--- src/rtl/pkt_uart_pkg.sv ---
// Shared definitions for the packet UART transmitter and receiver:
// payload geometry, checksum width, serializer state encodings and helpers.
package pkt_uart_pkg;

  localparam int PAYLOAD_W  = 128;
  localparam int BYTE_NUM   = 16;
  localparam int CHK_W      = 8;
  localparam int BYTE_IDX_W = 5;   // wide enough to also index the checksum byte

  typedef enum logic [1:0] {
    ST_IDLE  = 2'd0,
    ST_START = 2'd1,
    ST_DATA  = 2'd2,
    ST_STOP  = 2'd3
  } uart_state_t;

  // Select byte idx of a payload; out-of-range indices yield zero.
  function automatic logic [7:0] pick_byte(input logic [PAYLOAD_W-1:0] p,
                                           input logic [BYTE_IDX_W-1:0] idx);
    logic [7:0] b;
    b = 8'h00;
    for (int k = 0; k < BYTE_NUM; k++) begin
      if (idx == BYTE_IDX_W'(k)) begin
        b = p[8*k +: 8];
      end
    end
    return b;
  endfunction

  // Modulo-256 sum of all payload bytes.
  function automatic logic [CHK_W-1:0] byte_sum(input logic [PAYLOAD_W-1:0] p);
    logic [CHK_W-1:0] s;
    s = 8'h00;
    for (int k = 0; k < BYTE_NUM; k++) begin
      s = s + p[8*k +: 8];
    end
    return s;
  endfunction

endpackage

--- src/rtl/uart_byte_tx.sv ---
// Single-byte 8N1 serializer. A byte is loaded when start is high while
// ready is high; ready is also high in the last cycle of the stop bit so a
// following byte starts with no idle gap.
module uart_byte_tx
  import pkt_uart_pkg::*;
#(
  parameter int BPS_CNT = 434
) (
  input  logic       clk,
  input  logic       rst,
  input  logic       start,
  input  logic [7:0] din,
  output logic       txd,
  output logic       ready
);

  localparam int BW = (BPS_CNT > 1) ? $clog2(BPS_CNT) : 1;

  uart_state_t   state;
  logic [BW-1:0] baud_cnt;
  logic [2:0]    bit_cnt;
  logic [7:0]    data;
  logic          baud_end;

  assign baud_end = (baud_cnt == BW'(BPS_CNT - 1));

  // Ready to take a byte when idle or finishing the current stop bit.
  always_comb begin
    if (state == ST_IDLE) begin
      ready = 1'b1;
    end else if (state == ST_STOP) begin
      ready = baud_end;
    end else begin
      ready = 1'b0;
    end
  end

  // Serializer FSM; txd is driven from a register so the line never glitches.
  always_ff @(posedge clk or posedge rst) begin
    if (rst) begin
      state    <= ST_IDLE;
      baud_cnt <= '0;
      bit_cnt  <= 3'd0;
      data     <= 8'h00;
      txd      <= 1'b1;
    end else begin
      case (state)
        ST_IDLE: begin
          if (start) begin
            state    <= ST_START;
            baud_cnt <= '0;
            bit_cnt  <= 3'd0;
            data     <= din;
            txd      <= 1'b0;
          end else begin
            txd <= 1'b1;
          end
        end
        ST_START: begin
          if (baud_end) begin
            state    <= ST_DATA;
            baud_cnt <= '0;
            txd      <= data[0];
          end else begin
            baud_cnt <= baud_cnt + BW'(1);
          end
        end
        ST_DATA: begin
          if (baud_end) begin
            baud_cnt <= '0;
            if (bit_cnt == 3'd7) begin
              state <= ST_STOP;
              txd   <= 1'b1;
            end else begin
              bit_cnt <= bit_cnt + 3'd1;
              txd     <= data[bit_cnt + 3'd1];
            end
          end else begin
            baud_cnt <= baud_cnt + BW'(1);
          end
        end
        ST_STOP: begin
          if (baud_end) begin
            baud_cnt <= '0;
            if (start) begin
              state   <= ST_START;
              bit_cnt <= 3'd0;
              data    <= din;
              txd     <= 1'b0;
            end else begin
              state <= ST_IDLE;
              txd   <= 1'b1;
            end
          end else begin
            baud_cnt <= baud_cnt + BW'(1);
          end
        end
        default: begin
          state    <= ST_IDLE;
          baud_cnt <= '0;
          bit_cnt  <= 3'd0;
          txd      <= 1'b1;
        end
      endcase
    end
  end

endmodule

--- src/rtl/pkt_uart_tx.sv ---
// 16-byte packet UART transmitter: captures a 128-bit payload on request and
// sends bytes 0..15 back-to-back in 8N1 framing through uart_byte_tx.
// Optional macro PKT_UART_TX_CHKSUM_EN appends a 17th byte holding the
// modulo-256 sum of the payload bytes.
module pkt_uart_tx
  import pkt_uart_pkg::*;
#(
  parameter int CLK_FREQ = 50000000,
  parameter int UART_BPS = 115200
) (
  input  logic                 sys_clk,
  input  logic                 sys_rst,
  input  logic                 uart_en,
  input  logic [PAYLOAD_W-1:0] uart_din,
  output logic                 uart_tx_busy,
  output logic                 uart_tx_done,
  output logic                 uart_txd
);

  localparam int BPS_CNT = CLK_FREQ / UART_BPS;

`ifdef PKT_UART_TX_CHKSUM_EN
  localparam logic [BYTE_IDX_W-1:0] LAST_IDX = BYTE_IDX_W'(BYTE_NUM);
  logic [CHK_W-1:0] chksum;
`else
  localparam logic [BYTE_IDX_W-1:0] LAST_IDX = BYTE_IDX_W'(BYTE_NUM - 1);
`endif

  logic [PAYLOAD_W-1:0]  shadow;
  logic [BYTE_IDX_W-1:0] byte_cnt;
  logic [BYTE_IDX_W-1:0] nxt_idx;
  logic [7:0]            byte_data;
  logic                  byte_ready;
  logic                  byte_start;
  logic                  accept;
  logic                  advance;
  logic                  finish;
  logic                  last_byte;

  assign accept     = uart_en & ~uart_tx_busy;
  assign last_byte  = (byte_cnt == LAST_IDX);
  assign advance    = uart_tx_busy & byte_ready & ~last_byte;
  assign finish     = uart_tx_busy & byte_ready & last_byte;
  assign byte_start = accept | advance;
  assign nxt_idx    = byte_cnt + BYTE_IDX_W'(1);

  // First byte comes straight from the input so it can start on the accept edge.
  always_comb begin
    if (accept) begin
      byte_data = uart_din[7:0];
`ifdef PKT_UART_TX_CHKSUM_EN
    end else if (nxt_idx == LAST_IDX) begin
      byte_data = chksum;
`endif
    end else begin
      byte_data = pick_byte(shadow, nxt_idx);
    end
  end

  // Packet sequencing: capture payload, step through bytes, flag completion.
  always_ff @(posedge sys_clk or posedge sys_rst) begin
    if (sys_rst) begin
      shadow       <= '0;
      byte_cnt     <= '0;
      uart_tx_busy <= 1'b0;
      uart_tx_done <= 1'b0;
`ifdef PKT_UART_TX_CHKSUM_EN
      chksum       <= '0;
`endif
    end else begin
      uart_tx_done <= 1'b0;
      if (accept) begin
        shadow       <= uart_din;
        byte_cnt     <= '0;
        uart_tx_busy <= 1'b1;
`ifdef PKT_UART_TX_CHKSUM_EN
        chksum       <= byte_sum(uart_din);
`endif
      end else if (advance) begin
        byte_cnt <= nxt_idx;
      end else if (finish) begin
        uart_tx_busy <= 1'b0;
        uart_tx_done <= 1'b1;
      end
    end
  end

  uart_byte_tx #(
    .BPS_CNT(BPS_CNT)
  ) u_byte_tx (
    .clk  (sys_clk),
    .rst  (sys_rst),
    .start(byte_start),
    .din  (byte_data),
    .txd  (uart_txd),
    .ready(byte_ready)
  );

endmodule

--- config.mk ---
export PLATFORM = sky130hd
export DESIGN_NAME = pkt_uart_tx
export DESIGN_NICKNAME = d
export VERILOG_FILES = /design/src/rtl/pkt_uart_pkg.sv /design/src/rtl/uart_byte_tx.sv /design/src/rtl/pkt_uart_tx.sv
export SDC_FILE = /design/constraint.sdc
export NUM_CORES = 1
export LEC_CHECK = 0
export ABC_AREA = 1
export BUFFER_PORTS_ARGS = -buffer_cell sky130_fd_sc_hd__buf_2
export CAP_MARGIN = 20
export CORE_MARGIN = 2
export CORE_UTILIZATION = 30
export DETAILED_ROUTE_END_ITERATION = 10
export PLACE_DENSITY = 0.5
export SLEW_MARGIN = 20
export SYNTH_ARGS = -nofsm -noshare
export SYNTH_HDL_FRONTEND = slang
export SYNTH_SLANG_ARGS = --single-unit
--- constraint.sdc ---
create_clock -name sys_clk -period 7.8 [get_ports sys_clk]
set_clock_uncertainty 0.1 [all_clocks]
set_input_delay 1.95 -clock sys_clk [delete_from_list [all_inputs] [get_ports sys_clk]]
set_output_delay 1.95 -clock sys_clk [all_outputs]
set_load 0.01 [all_outputs]
# Yosys cells after proc, flatten, opt, wreduce, memory -nomap -nowiden
# Index checks and enable logic that the tools add are counted.
[classes] order_cmp=1 bitwise_logic=7 n_eq_ne=28 addsub=3 n_reduce_logical=12 muxes=53
[op_table] operator="two-way mux 8 bit" n=19
[op_table] operator="== test 5 x 4 -> 1 bit, second input constant" n=9
[op_table] operator="== test 5 x 3 -> 1 bit, second input constant" n=4
[op_table] operator="two-way mux 9 bit" n=2
[op_table] operator="case mux 9 bit (2 select lines)" n=1
[op_table] operator="case mux 8 bit (2 select lines)" n=1
[op_table] operator="two-way mux 1 bit" n=15
[op_table] operator="two-way mux 3 bit" n=4
[op_table] operator="== test 5 x 2 -> 1 bit, second input constant" n=2
[op_table] operator="two-way mux 2 bit" n=5
[op_table] operator="two-way mux 5 bit" n=2
[op_table] operator="adder 9 x 1 -> 9 bit, second input constant" n=1
[op_table] operator="== test 9 bit, second input constant" n=1
[op_table] operator="case mux 3 bit (3 select lines)" n=1
[op_table] operator="inequality test 2 x 1 -> 1 bit, second input constant" n=4
[op_table] operator="case mux 2 bit (4 select lines)" n=1
[op_table] operator="inequality test 2 bit, second input constant" n=3
[op_table] operator="nonzero test 2 bit" n=3
[op_table] operator="adder 5 x 1 -> 5 bit, second input constant" n=1
[op_table] operator="== test 5 x 1 -> 1 bit, second input constant" n=1
[op_table] operator="zero test 5 bit" n=1
[op_table] operator="AND reduction 5 bit" n=1
[op_table] operator="AND 1 bit" n=4
[op_table] operator="== test 2 bit, second input constant" n=2
[op_table] operator="14 further kinds" n=16
[totals] in_bits=131 reg_bits=158 output_inout_bits=3 word_cells=113

# Depth between registers and ports, before layout
# Gate-level depths: netlist of the first run.
[depth] word_depth=22 mapped_depth=26 depth_no_buf=26

# Cells and area by module
# From an unflattened synthesis of the first run, not the netlist that was laid out.
[unflattened] hier_cells=1124 hier_area_um2=8290.5
[modules_own_cells] module="pkt_uart_tx" cells_each=963 seq_area_each_um2=3378.2 instances=1 area_each_um2=6924.1
[modules_own_cells] module="uart_byte_tx" cells_each=161 seq_area_each_um2=576.8 instances=1 area_each_um2=1366.3

# Worst setup path after synthesis of the first run
# No wires, ideal clock.
[synth_timing] path_type="input -> register" startpoint="in uart_en" endpoint="reg u_byte_tx.data[5]" setup_ps=122 arrival_ps=3029 setup_slack_ps=4549 required_time_ps=7578 stages=7 n_path_buf=0 path_cell_list="nand2_1 -> nand2_4 -> inv_2 -> nor3_2 -> inv_2 -> a21oi_1 -> a21oi_2"
[synth_via] elab_chain_cells=5 elab_cells_between_ends=6 classes_between="mux: 4; bitwise: 2"
[synth_rtl] item="start: declaration" line_no="pkt_uart_tx.sv:13" rtl="input logic uart_en,"
[synth_rtl] item="AND 1 bit *" line_no="pkt_uart_tx.sv:40" rtl="assign accept = uart_en & ~uart_tx_busy;"
[synth_rtl] item="two-way mux 8 bit / OR 1 bit (equally long branches)" line_no="pkt_uart_tx.sv:49, pkt_uart_tx.sv:44"
[synth_rtl] item="two-way mux 8 bit *" line_no="uart_byte_tx.sv:49, uart_byte_tx.sv:85"
[synth_rtl] item="two-way mux 8 bit" line_no="uart_byte_tx.sv:83" rtl="if (baud_end) begin"
[synth_rtl] item="case mux 8 bit (2 select lines) *" line_no="uart_byte_tx.sv:47" rtl="case (state)"
[synth_rtl] item="end signal: assignment" line_no="uart_byte_tx.sv:53" rtl="data <= din;"
[synth_rtl] item="end signal: assignment" line_no="uart_byte_tx.sv:88" rtl="data <= din;"
[synth_rtl] item="end: declaration" line_no="uart_byte_tx.sv:22" rtl="logic [7:0] data;"
# Mark *: on every way between the ends. The rest lies on a longest branch, timed or not. The select of a mux whose other input is x is not followed.
# A chain may end at the register's enable or synchronous reset.

# Final worst setup path of the first run
[layout_timing] startpoint="in uart_en" endpoint="reg shadow[119]"
[layout_via] elab_chain_cells=1
[layout_rtl] item="AND 1 bit" line_no="pkt_uart_tx.sv:40"
[layout_rtl] item="end signal: assignment" line_no="pkt_uart_tx.sv:73" rtl="shadow <= uart_din;"
[layout_rtl] item="end: declaration" line_no="pkt_uart_tx.sv:29" rtl="logic [PAYLOAD_W-1:0] shadow;"
# No other way between the ends.

==> results of run 1 <==
[flip-flops by register name (all words and copies together) (netlist names)]
name                cells
u_byte_tx.data          8
uart_tx_done            1
u_byte_tx.baud_cnt      9
byte_cnt                5
u_byte_tx.bit_cnt       3
shadow                128
u_byte_tx.state         2
uart_tx_busy            1
u_byte_tx.txd           1
[Yosys cell counts, drive strengths merged]
cell type	count	area share, %
a221oi	2	0.22
dfstp	1	0.33
nor4	1	0.16
o32ai	1	0.11
nor2	39	2.3
a21oi	24	1.7
o22ai	4	0.31
clkbuf	28	1.3
xnor2	2	0.31
xor2	2	0.22
nand2	551	26
o31ai	2	0.19
or2	17	1.3
inv	91	4.3
a311o	1	0.13
nand3b	1	0.094
buf	8	0.64
o21ai	58	3.6
nand3	52	3.4
dfrtp	157	49
nor3	3	0.25
ha	15	2.4
clkinv	1	0.047
nand4	12	0.94
o211ai	2	0.19
o21bai	1	0.094
[layer usage]
metal	routed length, µm	part of all wire [%]
met1	10900	50
met2	10000	46
met3	574	2.6
met4	286	1.3
met5	0	0
[logic make-up (layout without fill, tap and decap cells)]
kind of cell / after synthesis / count (layout) / share of synthesized area, %
compound gates: 95 / 95 / 6.57
xor+xnor: 4 / 4 / 0.533
fa+ha+maj: 15 / 15 / 2.35
buf+inv: 128 / 259 / 6.29
flops: 158 / 158 / 49.6
simple gates: 676 / 676 / 34.7
[layout make-up]
class	instances	area, µm²	area share (%)
flip-flops and latches	158	3960	41.6
well taps	335	419	4.41
inverters	92	353	3.71
clock buffers	20	437	4.60
repair buffers	136	688	7.24
clock inverters	11	120	1.26
multi-input cells	790	3530	37.1
[power groups by stage]
stage          Sequential [mW]  Combinational, mW  Clock (mW)
6_report                 0.819             0.0541       0.813
5_1_grt                  0.819             0.0614       0.861
4_1_cts                  0.819             0.0565       0.837
3_5_place_dp             0.835             0.0563           0
3_3_place_gp             0.835             0.0578           0
2_1_floorplan            0.835             0.0119           0
[how the worst max path moves through the flow]
stage / startpoint / to / slack [ns]
final: uart_en / shadow[119]$_DFFE_PP0P_ / 3.86
after global routing: byte_cnt[0]$_DFFE_PP0N_ / u_byte_tx.data[3]$_DFFE_PP0P_ / 3.43
after CTS: uart_en / shadow[119]$_DFFE_PP0P_ / 3.81
after detailed placement: uart_en / shadow[119]$_DFFE_PP0P_ / 3.36
after global placement: uart_en / shadow[27]$_DFFE_PP0P_ / 3.39
after floorplan: sys_rst / byte_cnt[0]$_DFFE_PP0N_ / 1.49
[stage by stage]
| step | hold slack, ns | setup WS, ns |
|---|---|---|
| 2_1_floorplan | 0.338 | 1.49 |
| 3_3_place_gp | 0.353 | 3.39 |
| 3_5_place_dp | 0.358 | 3.36 |
| 4_1_cts | 0.375 | 3.81 |
| 5_1_grt | 0.387 | 3.43 |
| 6_report | 0.370 | 3.86 |
[worst max-delay path, stage by stage]
cell	delay, ns
sky130_fd_sc_hd__buf_2	0.10
sky130_fd_sc_hd__nand2_4	0.37
sky130_fd_sc_hd__inv_4	0.66
sky130_fd_sc_hd__buf_4	0.76
sky130_fd_sc_hd__o21ai_0	0.16
==> results, run 1 <==
- Of all nets on the critical path, the largest fanout is 83.
- Counting distinct cell types in the post-synthesis netlist gives 39.
- The synthesized area per cell is 7.41 µm².
- In the routed layout, each cell is associated on average with a via count of approximately 4.4.
- The kind of end point of the critical path is a register.
- Setup violations remaining at the end of the flow were counted as 0.
- The starting utilization of the core area is between 30% and 40%.
- Pin placement for this block handled 134 I/O pins.
- met2 is the most crowded layer.
- The final-report max-slew violation count came to 0.
- Per report_power, the combinational group accounts for 3.2% of the total.
- For this run, the total global-route usage over all layers was measured as 16.0%.
- The worst-case reg-to-reg path depth is 22.
- The internal power of the cells totals 1.31 mW.
- The worst register-to-register path begins at byte_cnt[0]$_DFFE_PP0N_.
- Clock tree synthesis selected as its root buffer the cell sky130_fd_sc_hd__clkbuf_16.
- Port buffering added 133 buffers.
- The post-route fraction of the period consumed by the critical path is 50.5%.
- The met2 track utilization from global routing is 25.3%.
- For the pin with the worst max-slew slack, the measured transition is 0.931 ns.
- Summing all non-filler instances in the final layout gives an area of 9500 µm².
- The post-placement cell area is 8940 µm².
- The power density relative to cell area is 178 nW/µm².
- The tool flagged a number of max-cap violations equal to 0.
- The filler cells instantiated in the layout total 2810.
- The synthesized netlist net count is 1222.
- At the worst endpoint, the required time is 7.98 ns.
- After global routing the overflow that remains totals 0.
- The synthesized design contains 158 register bits.
- The fraction of met3 tracks used by global routing is under 10%.
- The total of hold buffers inserted after clock tree synthesis is 0.
- The routing usage on met1 is 22.7%.
- The post-route total power is 1.69 mW.
- The worst max-slew margin expressed relative to the limit is 37.9%.
- The total routed wirelength is 21800 µm.
- The number of cells on the worst hold path is 2.
- Setup repair after global routing left no endpoint under its margin.
- The first-pass GRT wire length is between 30000 and 40000 µm.
- Data on the critical path arrives at its endpoint at 4.11 ns.
- The run finished with clean final reports.
- The count of warnings emitted by yosys is 0.
- In the routed design, unresolved DRC markers number 0.
- In this run the power spent charging and discharging nets is 377 µW.
- For this design, the sink count on the clock tree is 158.
- The number of clock buffers added by TritonCTS is 17.
- The minimum period implied by the final worst setup slack is 3.94 ns.
- The mapped netlist covers ~8000 µm².
- The maximum root-to-sink buffer count is 2.
- The final layout contains 1341 nets.
- Clock latency on the worst-skew pair, taken at its later pin, is 0.43 ns.
- The number of buffers inserted to repair setup after CTS is 0.
- The final count of hold timing violations is 0.
- For this design the static power due to leakage is 5.24 nW.
- The final instance count without filler cells is between 1500 and 2000.
- At the end of routability-driven placement, the weighted congestion stood at roughly 0.8.
- The post-route netlist has 17.1% of its cells at a drive strength greater than 1.
- The post-CTS clock slew at the launch and capture registers of the worst setup and hold paths is ~0.060 ns.
- The total via count after detailed routing is 6769.
- Cells fill 36.5% of the core in the end.
- The number of iterations in the first detailed-routing pass is 5.
- Once the clock tree was built, the resizer swapped 0 gates to a different size.
- In this run, placement finished with an instance count of 1511.
- The startpoint of the lowest-slack hold path is shadow[94]$_DFFE_PP0P_.
- STA classifies the critical path startpoint as an input port.
- The worst setup path is of the input port to register kind.
- The part of the total power dissipated in sequential elements is 48.6%.
- The number of antenna violations at the first check in global routing came to 0.
- The growth of design area from synthesis to finish is 19.1%.
- The accumulated negative setup slack is 0 ns.
- The path with the worst hold slack has its endpoint at shadow[94]$_DFFE_PP0P_.
- In the final routed layout, each cell accounts on average for 14.1 µm.
- The maximum resistive drop on vdd is roughly 100 µV.
- The setup slack on the worst flop-to-flop path is 3.89 ns.
- For this block, the initial DRC count from the detailed router was 464.
- From bottom edge to top edge, the die measures 167 µm.
- The top achievable clock speed is 254 MHz.
- The HPWL after detailed placement is 15300 µm.
- TritonCTS built the clock tree.
- The floorplan step defined a die boundary enclosing 27900 µm².
- The library cell used most frequently in the layout, excluding fill and tap cells, is sky130_fd_sc_hd__nand2_1.
- The width of the die is between 150 and 200 µm.
- The number of routed nets with antenna violations is 0.
- In the layout the commonest cells are sky130_fd_sc_hd__nand2_1, sky130_fd_sc_hd__dfrtp_1, sky130_fd_sc_hd__buf_2.
- The switching fraction of total power is about 22%.
- The via count of the first global-routing pass came to 6744.
- The cell count after synthesis is approximately 1100.
- The relative contribution of the clock network to total power is between 40% and 50%.
- Entering global routing, the biggest net connects 100 pins.
- Sequential elements use 49.6% of the synthesized area.
- The number of standard-cell rows in the floorplan is 59.
- In this run the number of H-tree levels came out at 4.
- The floorplan step defined a core boundary enclosing roughly 26000 µm².
- The number of antenna repair diodes is 0.
- The worst hold path class is register to register.
- The critical register-to-register path endpoint is u_byte_tx.data[3]$_DFFE_PP0P_.
Power figures use the tool's default switching activity.
==> run 2, diff against run 1 <==
--- a/config.mk
+++ b/config.mk
@@ -11,7 +11,7 @@
 export CORE_MARGIN = 2
 export CORE_UTILIZATION = 30
 export DETAILED_ROUTE_END_ITERATION = 10
-export PLACE_DENSITY = 0.5
+export PLACE_DENSITY = 0.52
 export SLEW_MARGIN = 20
 export SYNTH_ARGS = -nofsm -noshare
 export SYNTH_HDL_FRONTEND = slang
==> constraint.sdc (replaced) <==
create_clock -name sys_clk -period 3.35 [get_ports sys_clk]
set_clock_uncertainty 0.1 [all_clocks]
set_input_delay 0.8375 -clock sys_clk [delete_from_list [all_inputs] [get_ports sys_clk]]
set_output_delay 0.8375 -clock sys_clk [all_outputs]
set_load 0.01 [all_outputs]
==> results, run 2 (synthesis gave the netlist of run 1 again) <==
- The run finished with clean final reports.
- The via count of the first global-routing pass is 7051 (+4.6%).
- In this run the critical register-to-register path is launched from byte_cnt[0]$_DFFE_PP0N_.
- The cell family contributing the most delay on the critical path is simple AND/OR/NAND/NOR gates.
- The area of the die came to 27900 µm² (unchanged).
- The worst setup margin was 0.246 ns (-3.61 ns).
- The switching fraction of total power is 20.5% (-1.8 points).
- The number of design-rule violations left by the first detailed-router iteration is 350 (-25%).
- The cell sitting at the root of the clock tree is a sky130_fd_sc_hd__clkbuf_16.
- The total routed wirelength was 21800 µm (+0.17%).
- The number of H-tree levels is 4 (unchanged).
- The combinational share of power is 2.9% (-0.3 points).
- The starting utilization of the core area was 30.6% (unchanged).
- The top achievable clock speed is ~320 MHz.
- The leakage power figure came to 5.42 nW (+3.5%).
- The remaining global-route overflow is 0 (unchanged).
- The switching power was 891 µW (+140%).
- The worst-case reg-to-reg path depth came to 22 (unchanged).
- The worst setup slack after placement came to 0.0913 ns (-3.27 ns).
- The maximum root-to-sink buffer count is 2 (unchanged).
- The destination of the worst hold path is shadow[91]$_DFFE_PP0P_.
- The maximum resistive drop on vdd is 263 µV (+160%).
- The worst max-slew margin expressed relative to the limit is 50.9% (+13 points).
- The routability congestion estimate is 0.813 (+4.2%).
- The largest fanout on the critical path is 8 (-90%).
- The data arrival time of the critical path is 3.32 ns (-0.79 ns).
- The number of antenna repair diodes is 0 (unchanged).
- The setup slack on the worst flop-to-flop path is 0.25 ns (-3.64 ns).
- The clock insertion delay at the later pin of the skew report is 0.43 ns (about the same).
- The largest registers in the layout are shadow x128, u_byte_tx.baud_cnt x9, u_byte_tx.data x8.
- The peak per-stage delay on the critical path is 0.44 ns (-0.32 ns).
- The number of ports placed on the die boundary is 134 (unchanged).
- The final net count was 1360 (+1.4%).
- The HPWL after detailed placement came to 16300 µm (+6.9%).
- The wire length per cell was 14.0 µm (-1.1%).
- In this run the critical register-to-register path is captured at u_byte_tx.data[2]$_DFFE_PP0P_.
- The core region area is 26100 µm² (unchanged).
- The kind of end point of the critical path is a register.
- The final count of hold timing violations is 0 (unchanged).
- The slowest stage of the critical path is the sky130_fd_sc_hd__dfrtp_2 cell.
- The number of buffers created by CTS is 17 (unchanged).
- The global routing usage summed across all routing layers was 16.2% (+0.12 points).
- Traced cell by cell, the critical path runs through ha_2 -> nand2_1 -> nor2_1 -> ha_2 -> nand2_2 -> buf_4 -> nor2_4 -> clkinvlp_4 -> o21ai_0 -> inv_1 -> nand2_1 -> nand2_1 -> o21ai_1 -> nand3_1 -> nand3_1 -> nand3_1 -> nand2_2 -> nand3_1 -> nand2_1 -> nand2_1 -> nand2_1 -> a21oi_1.
- The number of cells on the worst hold path is 2 (unchanged).
- The final count of negative-setup-slack endpoints is 0 (unchanged).
- The setup path with the least slack is of type register to register.
- The library cells used most frequently in the layout, excluding fill and tap cells, are sky130_fd_sc_hd__nand2_1, sky130_fd_sc_hd__dfrtp_1, sky130_fd_sc_hd__buf_2.
- The width of the die is 167 µm (unchanged).
- The endpoint required time on the critical path is 3.57 ns (-4.41 ns).
- The number of antenna violations at the first check in global routing is 0 (unchanged).
- The worst hold slack across all endpoints came to 0.375 ns (+0.00512 ns).
- The post-route fraction of the period consumed by the critical path is around 93%.
- The power density relative to cell area was 438 nW/µm² (+150%).
- The relative contribution of the clock network to total power is 53.1% (+4.9 points).
- The register name with the most flops is shadow.
- STA classifies the critical path startpoint as a register.
- The number of routed nets with antenna violations is 0 (unchanged).
- TritonCTS built the clock tree.
- The number of max-cap violations was 0 (unchanged).
- The number of iterations in the first detailed-routing pass is 5 (unchanged).
- The largest net degree at the start of global routing was 63 (-37%).
- The die height is 167 µm (unchanged).
- The most used cell along the critical path is sky130_fd_sc_hd__nand2_1.
- The post-detailed-route DRC marker count is 0 (unchanged).
- The startpoint of the lowest-slack hold path is shadow[91]$_DFFE_PP0P_.
- The number of standard-cell rows in the floorplan was 59 (unchanged).
- The post-CTS clock slew at the launch and capture registers of the worst setup and hold paths is 0.06 ns (about the same).
- The share of post-route cells with drive strength above 1 was 19.8% (+2.7 points).
- The leading cell type in the layout, fill and taps excluded is sky130_fd_sc_hd__nand2_1.
- The total buffers and inverters traversed by the critical path is 3 (unchanged).
- The number of flip-flops under the largest register name was 128 (unchanged).
- The growth of design area from synthesis to finish is 24.0%.
- The part of the total power dissipated in sequential elements was 44.0% (-4.6 points).
- The total of hold buffers inserted after clock tree synthesis is 0 (unchanged).
- The first-pass GRT wire length came to 35800 µm (+0.35%).
- The total clock sinks is 158 (unchanged).
- The transition time of the tightest slew-check pin is 0.735 ns (-0.196 ns).
- The total via count after detailed routing is 7002 (+3.4%).
- The detail-routed via count per cell is 4.48 (+2.1%).
- For the finished layout, the period the worst path requires is 3.10 ns.
- The min-delay analysis places its worst path in the category register to register.
- The number of input and output port buffers inserted is 133 (unchanged).
- The final-report max-slew violation count came to 0 (unchanged).
- The internal power of the cells is 3.44 mW (+160%).
[run 2: changes by cell type in the layout (fill, tap and decap cells not counted), moves of 3 or more]
cell / before / now
sky130_fd_sc_hd__inv_1: 85 / 81
sky130_fd_sc_hd__nand2_1: 544 / 540
sky130_fd_sc_hd__nand2_2: 4 / 7
sky130_fd_sc_hd__bufinv_16: 2 / 7
sky130_fd_sc_hd__buf_4: 3 / 18
sky130_fd_sc_hd__buf_12: 0 / 4
[run 2: power by group through the flow]
stage               logic, mW  registers (mW)  clock network [mW]
global route            0.142            1.91                2.42
global placement        0.128            1.94                   0
CTS                     0.129            1.91                2.35
finish                  0.124            1.91                2.30
floorplan              0.0281            1.94                   0
detailed placement      0.128            1.94                   0
[run 2: repair_timing]
item                       in CTS  in global routing
setup endpoints to repair       0                  8
setup buffers                   0                  6
gates resized for setup         0                 20
[run 2: worst min-delay path, delay by kind of cell (launching register included)]
family	cells	cell delay, ns
flops	1	0.34
simple gates	2	0.11
[run 2: per-layer routing]
layer  global-route usage (%)  up-vias  wire length (µm)
li1                         -     3606                 -
met1                     22.6     3235             10600
met2                     25.8      142             10100
met3                     3.33       19               890
met4                     3.75        0               223
met5                        0        -                 0
[run 2: stage by stage]
stage	total power, mW	instances	util [%]	instance area [µm²]	setup TNS [ns]
after floorplan	1.97	1076	-	7980	0
after global routing	4.47	1562	38.0	9900	-0.00913
after CTS	4.38	1556	37.5	9780	0
final	4.33	1562	38.0	9900	0
after detailed placement	2.07	1524	34.9	9090	0
after global placement	2.07	1524	34.9	9090	0
[run 2: worst max path at each step]
stage	startpoint	to	slack [ns]	depth (start not counted)
2_1_floorplan	sys_rst	byte_cnt[0]$_DFFE_PP0N_	0.41	1
3_3_place_gp	byte_cnt[0]$_DFFE_PP0N_	u_byte_tx.data[2]$_DFFE_PP0P_	0.15	21
3_5_place_dp	byte_cnt[0]$_DFFE_PP0N_	u_byte_tx.data[2]$_DFFE_PP0P_	0.09	21
4_1_cts	byte_cnt[0]$_DFFE_PP0N_	u_byte_tx.data[2]$_DFFE_PP0P_	0.07	21
5_1_grt	byte_cnt[0]$_DFFE_PP0N_	u_byte_tx.data[2]$_DFFE_PP0P_	-0.009	23
6_report	byte_cnt[0]$_DFFE_PP0N_	u_byte_tx.data[2]$_DFFE_PP0P_	0.25	22
[run 2: area by class of cell]
| type | instances | area [µm²] |
|---|---|---|
| multi-input combinational | 790 | 3590 |
| inverter | 92 | 358 |
| clock inverter | 14 | 264 |
| clock buffer | 18 | 429 |
| fill | 2790 | 16200 |
| sequential | 158 | 3960 |
| tap | 335 | 419 |
| timing repair buffer | 155 | 881 |
